[src/rtl/seq_cmp_n_if.sv]
`default_nettype none
// ============================================================================
//  Module      : seq_cmp_n_if
//  Description : Request/result bundle for the sequential magnitude comparator.
//                The master drives operands and the start strobe; the slave
//                returns busy, the done pulse and the one-hot result flags.
//  Revision    : 1.0 - initial release
// ============================================================================
interface seq_cmp_n_if #(
    parameter int W = 8
);
    logic         start;
    logic         sgn;
    logic [W-1:0] x;
    logic [W-1:0] y;
    logic         busy;
    logic         done;
    logic         eq;
    logic         lt;
    logic         gt;

    modport master (
        output start, sgn, x, y,
        input  busy, done, eq, lt, gt
    );

    modport slave (
        input  start, sgn, x, y,
        output busy, done, eq, lt, gt
    );
endinterface
`default_nettype wire

[src/rtl/seq_cmp_n.sv]
`default_nettype none
// ============================================================================
//  Module      : seq_cmp_n
//  Description : Multi-cycle W-bit magnitude comparator, CHUNK bits per cycle,
//                MSB first, with early exit on the first differing chunk.
//                Signed operands are mapped to offset binary on capture so the
//                compare loop itself is always unsigned.
//                W must be a multiple of CHUNK.
//  Revision    : 1.0 - initial release
// ============================================================================
module seq_cmp_n #(
    parameter int W     = 8,
    parameter int CHUNK = 2
) (
    input  wire logic   clk,
    input  wire logic   rst_b,
    seq_cmp_n_if.slave  bus
);

    localparam int N       = W / CHUNK;
    localparam int c_CNT_W = $clog2(N + 1);
    localparam logic [c_CNT_W-1:0] c_CNT_LOAD = c_CNT_W'(N);
    localparam logic [c_CNT_W-1:0] c_CNT_ONE  = c_CNT_W'(1);

    typedef enum logic [0:0] {
        S_IDLE = 1'b0,
        S_RUN  = 1'b1
    } state_t;

    state_t             r_state;
    state_t             w_state_next;
    logic [W-1:0]       r_xs;
    logic [W-1:0]       r_ys;
    logic [c_CNT_W-1:0] r_cnt;
    logic               r_done;
    logic               r_eq;
    logic               r_lt;
    logic               r_gt;

    logic [W-1:0]       w_xs_next;
    logic [W-1:0]       w_ys_next;
    logic [c_CNT_W-1:0] w_cnt_next;
    logic               w_done_next;
    logic               w_eq_next;
    logic               w_lt_next;
    logic               w_gt_next;

    logic [W-1:0]       w_sign_mask;
    logic [CHUNK-1:0]   w_xs_top;
    logic [CHUNK-1:0]   w_ys_top;
    logic [W-1:0]       w_xs_shift;
    logic [W-1:0]       w_ys_shift;

    // Flipping the MSB turns two's complement order into unsigned order.
    assign w_sign_mask = {bus.sgn, {(W-1){1'b0}}};
    assign w_xs_top    = r_xs[W-1 -: CHUNK];
    assign w_ys_top    = r_ys[W-1 -: CHUNK];

    // A single-chunk compare never shifts, so avoid a full-width shift there.
    generate
        if (N > 1) begin : g_shift
            assign w_xs_shift = r_xs << CHUNK;
            assign w_ys_shift = r_ys << CHUNK;
        end else begin : g_no_shift
            assign w_xs_shift = r_xs;
            assign w_ys_shift = r_ys;
        end
    endgenerate

    // State register.
    always_ff @(posedge clk or negedge rst_b) begin
        if (!rst_b) r_state <= S_IDLE;
        else        r_state <= w_state_next;
    end

    // Next state and next datapath values; flags hold unless a compare starts or ends.
    always_comb begin
        w_state_next = r_state;
        w_xs_next    = r_xs;
        w_ys_next    = r_ys;
        w_cnt_next   = r_cnt;
        w_done_next  = 1'b0;
        w_eq_next    = r_eq;
        w_lt_next    = r_lt;
        w_gt_next    = r_gt;
        case (r_state)
            S_IDLE: begin
                if (bus.start) begin
                    w_state_next = S_RUN;
                    w_xs_next    = bus.x ^ w_sign_mask;
                    w_ys_next    = bus.y ^ w_sign_mask;
                    w_cnt_next   = c_CNT_LOAD;
                    w_eq_next    = 1'b0;
                    w_lt_next    = 1'b0;
                    w_gt_next    = 1'b0;
                end
            end
            S_RUN: begin
                if (w_xs_top != w_ys_top) begin
                    w_gt_next    = (w_xs_top > w_ys_top);
                    w_lt_next    = (w_xs_top < w_ys_top);
                    w_done_next  = 1'b1;
                    w_state_next = S_IDLE;
                end else if (r_cnt == c_CNT_ONE) begin
                    w_eq_next    = 1'b1;
                    w_done_next  = 1'b1;
                    w_state_next = S_IDLE;
                end else begin
                    w_xs_next  = w_xs_shift;
                    w_ys_next  = w_ys_shift;
                    w_cnt_next = r_cnt - c_CNT_ONE;
                end
            end
            default: w_state_next = S_IDLE;
        endcase
    end

    // Datapath and result registers; reset discards any in-flight compare.
    always_ff @(posedge clk or negedge rst_b) begin
        if (!rst_b) begin
            r_xs   <= '0;
            r_ys   <= '0;
            r_cnt  <= '0;
            r_done <= 1'b0;
            r_eq   <= 1'b0;
            r_lt   <= 1'b0;
            r_gt   <= 1'b0;
        end else begin
            r_xs   <= w_xs_next;
            r_ys   <= w_ys_next;
            r_cnt  <= w_cnt_next;
            r_done <= w_done_next;
            r_eq   <= w_eq_next;
            r_lt   <= w_lt_next;
            r_gt   <= w_gt_next;
        end
    end

    assign bus.busy = (r_state == S_RUN);
    assign bus.done = r_done;
    assign bus.eq   = r_eq;
    assign bus.lt   = r_lt;
    assign bus.gt   = r_gt;

endmodule
`default_nettype wire
[src/flat_wrapper.sv]
// flat-port wrapper written by rule: the top's interface ports become plain ports
module seq_cmp_n_flat 
#(
    parameter int W     = 8,
    parameter int CHUNK = 2
)
  (clk, rst_b, bus_start, bus_sgn, bus_x, bus_y, bus_busy, bus_done, bus_eq, bus_lt, bus_gt);
  seq_cmp_n_if #(.W(W)) bus_i ();
  input  wire logic clk;
  input  wire logic rst_b;
  input wire logic [$bits(bus_i.start)-1:0] bus_start;
  input wire logic [$bits(bus_i.sgn)-1:0] bus_sgn;
  input wire logic [$bits(bus_i.x)-1:0] bus_x;
  input wire logic [$bits(bus_i.y)-1:0] bus_y;
  output wire logic [$bits(bus_i.busy)-1:0] bus_busy;
  output wire logic [$bits(bus_i.done)-1:0] bus_done;
  output wire logic [$bits(bus_i.eq)-1:0] bus_eq;
  output wire logic [$bits(bus_i.lt)-1:0] bus_lt;
  output wire logic [$bits(bus_i.gt)-1:0] bus_gt;
  assign bus_i.start = bus_start;
  assign bus_i.sgn = bus_sgn;
  assign bus_i.x = bus_x;
  assign bus_i.y = bus_y;
  assign bus_busy = bus_i.busy;
  assign bus_done = bus_i.done;
  assign bus_eq = bus_i.eq;
  assign bus_lt = bus_i.lt;
  assign bus_gt = bus_i.gt;
  seq_cmp_n #(.W(W), .CHUNK(CHUNK)) u_core (.clk(clk), .rst_b(rst_b), .bus(bus_i));
endmodule
[config.mk]
export PLATFORM = sky130hd
export DESIGN_NAME = seq_cmp_n_flat
export DESIGN_NICKNAME = d
export VERILOG_FILES = /design/src/rtl/seq_cmp_n_if.sv /design/src/rtl/seq_cmp_n.sv /design/src/flat_wrapper.sv
export SDC_FILE = /design/constraint.sdc
export NUM_CORES = 1
export LEC_CHECK = 0
export BUFFER_PORTS_ARGS = -buffer_cell sky130_fd_sc_hd__buf_2
export CAP_MARGIN = 25
export CORE_ASPECT_RATIO = 1.25
export CORE_MARGIN = 2
export CORE_UTILIZATION = 49
export DETAILED_ROUTE_END_ITERATION = 10
export PLACE_DENSITY_LB_ADDON = 0.08
export SLEW_MARGIN = 20
export SYNTH_ARGS = -nofsm -noshare
export SYNTH_HDL_FRONTEND = slang
export SYNTH_SLANG_ARGS = --single-unit
[constraint.sdc]
create_clock -name clk -period 1.68 [get_ports clk]
set_input_delay 0.336 -clock clk [delete_from_list [all_inputs] [get_ports clk]]
set_output_delay 0.336 -clock clk [all_outputs]
set_load 0.03 [all_outputs]
==> results.txt <==
----------------------------------------------------
[Run status]
  Result of the run ... finished clean

[Critical path]
  Required time at the worst-slack endpoint ... 1880 ps
  Worst EP arrival ... 1770 ps
  Slowest stage cell, crit path ... dfrtp_1
  Crit end category ... register
  Worst setup SP type ... register
  Crit-path max FO ... 4
  Slowest cell delay on critical path ... 420 ps
  Delay-heaviest family, CP ... flip-flops
  Buf/Inv on CP ... 1
  Critical path, cell by cell ... ha_1, and3_1, buf_4, a311oi_1, a31oi_1
  Path type of the worst setup path ... register to register

[Final layout]
  Synthesis-to-layout area growth ... 20.4%
  Total inserted antenna cells ... 0
  Count of nets after finishing ... 160
  Finished Cell Area ... 1380 um^2
  Fraction of final layout cells sized beyond drive strength 1 ... 34.3%
  Count of filler cells inserted in the layout ... 206

[Floorplan]
  Core box area ... 2210 um^2
  Number of core rows ... 19
  Initial Utilization ... 51.7%
  Die ar. ... 2740 um^2
  Height of the chip ... 58.0 um
  Number of top-level pins ... 25
  Chip width ... 47.2 um

[Timing]
  Final period demand of the worst path ... 1570 ps
  Post-route clock skew ... 1.09 ps
  Hold violation total from the final report ... 0
  Highest clock frequency the design can meet ... 0.635 GHz
  Finish-stage setup viols ... 0
  Transition time at the pin with the least slew margin ... 542 ps
  Crit share post-route ... 93.7%
  RSZ-0062 raised after global routing ... false
  Headroom to the max-slew limit ... 63.8%
  Total count of max-transition violations in the final report ... 0
  Summed negative setup slack over all endpoints ... 0 ps

[Logic synthesis]
  Avg Cell Area, Syn ... 11.1 um^2
  Warnings, synthesis ... 0
  Post-Synthesis Net Count ... 127
  Cells after synthesis ... 103
  Cells taking the most area after synthesis ... dfrtp_1 53%, o221a_2 9.8%, nand2b_1 7.1%, ha_1 4.4%, nand2_1 3.9%
  Library cell with the largest summed area after synthesis ... dfrtp_1
  Total standard cell area after synthesis ... 1140 um^2
  Library cells used by synthesis ... 25
  Area fraction of the dominant cell type after synthesis ... 52.5%
  Flip-flop and latch count after synthesis ... 24
  Sequential share of the synthesized area ... 52.5%

[Place]
  Placer's final routability congestion estimate ... 0.754
  IO buf count ... 24
  DPL Wire Length ... 1580 um
  Dpl cell area ... 1340 um^2

[Clock tree]
  H-Tree Depth ... 1
  Buffer depth of the longest clock path ... 2
  Latest clock arrival within the worst-skew pair ... 300 ps
  TritonCTS clock tree ... built
  TritonCTS buffer count ... 3
  Number of clock sinks seen by CTS ... 24
  Post-CTS setup buffer count ... 0
  Cell at the root of the clock tree ... clkbuf_4
  Clock-pin slew on the worst setup and hold paths ... 120 ps

[Routing]
  1st-iter DRT viols ... 21
  Detailed-route wire length ... 2180 um
  ANT nets after route ... 0
  Vias per cell ... 5.24
  Vias ... 865
  Number of remaining DRC errors ... 0
  First-pass DRT Iterations ... 4
  Routed wire length per instance ... 13.2 um

[Hold path]
  HP Class ... input pin to register

[Global routing]
  Global-route wire length before repair ... 3770 um
  Number of antenna violations at the first check in global routing ... 0
  Via count of the first global-routing pass ... 867
  Total gr overflow ... 0
  Global-route usage over all layers ... 19.6%
  Largest net degree at the start of global routing ... 25

[Power and ir drop]
  Leakage Power ... 0.639 nW
  Power density over the cells ... 1800 nW/um^2
  Peak supply drop ... 1040 uV

[Run]
  Max-cap violation count ... 0

----------------------------------------------------
final timing paths:
check / startpoint / end / slack, ps / depth (start not counted)
min: bus_y[1] / u_core.r_ys[1] / 230 / 3
max reg2reg: u_core.r_ys[6] / u_core.r_cnt[2] / 110 / 5
max in group asynchronous: rst_b / u_core.r_ys[4] / 780 / 2
min reg2reg: u_core.r_xs[0] / u_core.r_xs[0] / 540 / 2
max: u_core.r_ys[6] / u_core.r_cnt[2] / 110 / 5
min in group asynchronous: rst_b / u_core.r_ys[6] / 540 / 2
through the flow:
step	total power (W)	instances	hold WS, ps	setup slack (ps)	util, %
2_1_floorplan	0.00187	103	40.4	177	-
3_3_place_gp	0.00222	161	346	85.5	60.6
3_5_place_dp	0.00224	161	350	53.2	60.6
4_1_cts	0.00249	165	215	29.0	62.0
5_1_grt	0.00269	165	210	14.8	62.3
6_report	0.00247	165	227	106	62.3
area by class of cell:
type	count	area [um^2]	share of cell area, %
timing repair buffer	31	188	13.6
tap	31	38.8	2.82
inverter	7	26.3	1.91
multi-input combinational	69	500	36.4
sequential	24	601	43.6
clock buffer	3	22.5	1.64
cell usage after synthesis:
| cell type | count |
|---|---|
| nor2b_1 | 2 |
| a31oi_1 | 2 |
| dfrtp_1 | 24 |
| a32oi_1 | 2 |
| ha_1 | 4 |
| and3_1 | 1 |
| inv_1 | 7 |
| nor2_1 | 1 |
| nor3_1 | 1 |
| xor2_1 | 2 |
| a21o_1 | 1 |
| buf_2 | 2 |
| a32o_1 | 1 |
| o21a_1 | 1 |
| nand2_1 | 12 |
| nand2b_1 | 13 |
| and2_1 | 1 |
| buf_6 | 1 |
| o21ai_0 | 7 |
| o221a_2 | 10 |
| nand3_1 | 1 |
| a21oi_1 | 4 |
| mux2i_1 | 1 |
| a311oi_1 | 1 |
| o31ai_4 | 1 |
placed cells by master (no fill, tap or decap), drive strengths merged:
| master | count |
|---|---|
| dfrtp | 24 |
| a21oi | 4 |
| and2 | 1 |
| nor3 | 1 |
| a31oi | 2 |
| nor2b | 2 |
| ha | 4 |
| inv | 7 |
| a32oi | 2 |
| o21a | 1 |
| o221a | 10 |
| and3 | 1 |
| a311oi | 1 |
| clkbuf | 3 |
| nand2b | 13 |
| buf | 30 |
| a32o | 1 |
| dlygate4sd3 | 1 |
| nand2 | 12 |
| o21ai | 7 |
| nand3 | 1 |
| a21o | 1 |
| mux2i | 1 |
| xor2 | 2 |
| nor2 | 1 |
| o31ai | 1 |
flip-flops by register name, indices dropped and copies added (netlist names):
register,count
u_core.r_cnt,3
u_core.r_ys,8
u_core.r_xs,8
u_core.bus.eq,1
u_core.bus.lt,1
u_core.bus.gt,1
u_core.bus.busy,1
u_core.bus.done,1
power breakdown:
part / internal [W] / total, W / switching (W)
clock: 0.0000836 / 0.000243 / 0.000159
sequential: 0.000840 / 0.000999 / 0.000158
combinational: 0.000587 / 0.00123 / 0.000642
total: 0.00151 / 0.00247 / 0.000960
repair_timing:
item,CTS,global route
endpoints found under the hold margin,12,0
setup endpoints to repair,0,11
gates resized for setup,0,2
hold buffers,1,0
metal layers:
layer | up-vias | share of wire (%) | track usage [%]
li1 | 432 | - | -
met2 | 18 | 50 | 31.1
met3 | 2 | 2.3 | 2.80
met1 | 413 | 47 | 26.1
met4 | 0 | 0.74 | 8.33
met5 | - | 0 | 0
cell families after synthesis:
group	share of synthesized area, %
AND/OR/NAND/NOR	14.4
AO/OA/AOI/OAI	22.1
flip-flops	52.5
buffers and inverters	4.16
adder cells (fa/ha/maj)	4.38
XOR/XNOR	1.53
multiplexers	0.875
worst register-to-register path, stage by stage, from the launching register on:
cell and delay [ps]:
dfrtp_1 420, ha_1 330, and3_1 220, buf_4 160, a311oi_1 280, a31oi_1 60
Power figures use the tool's default switching activity.
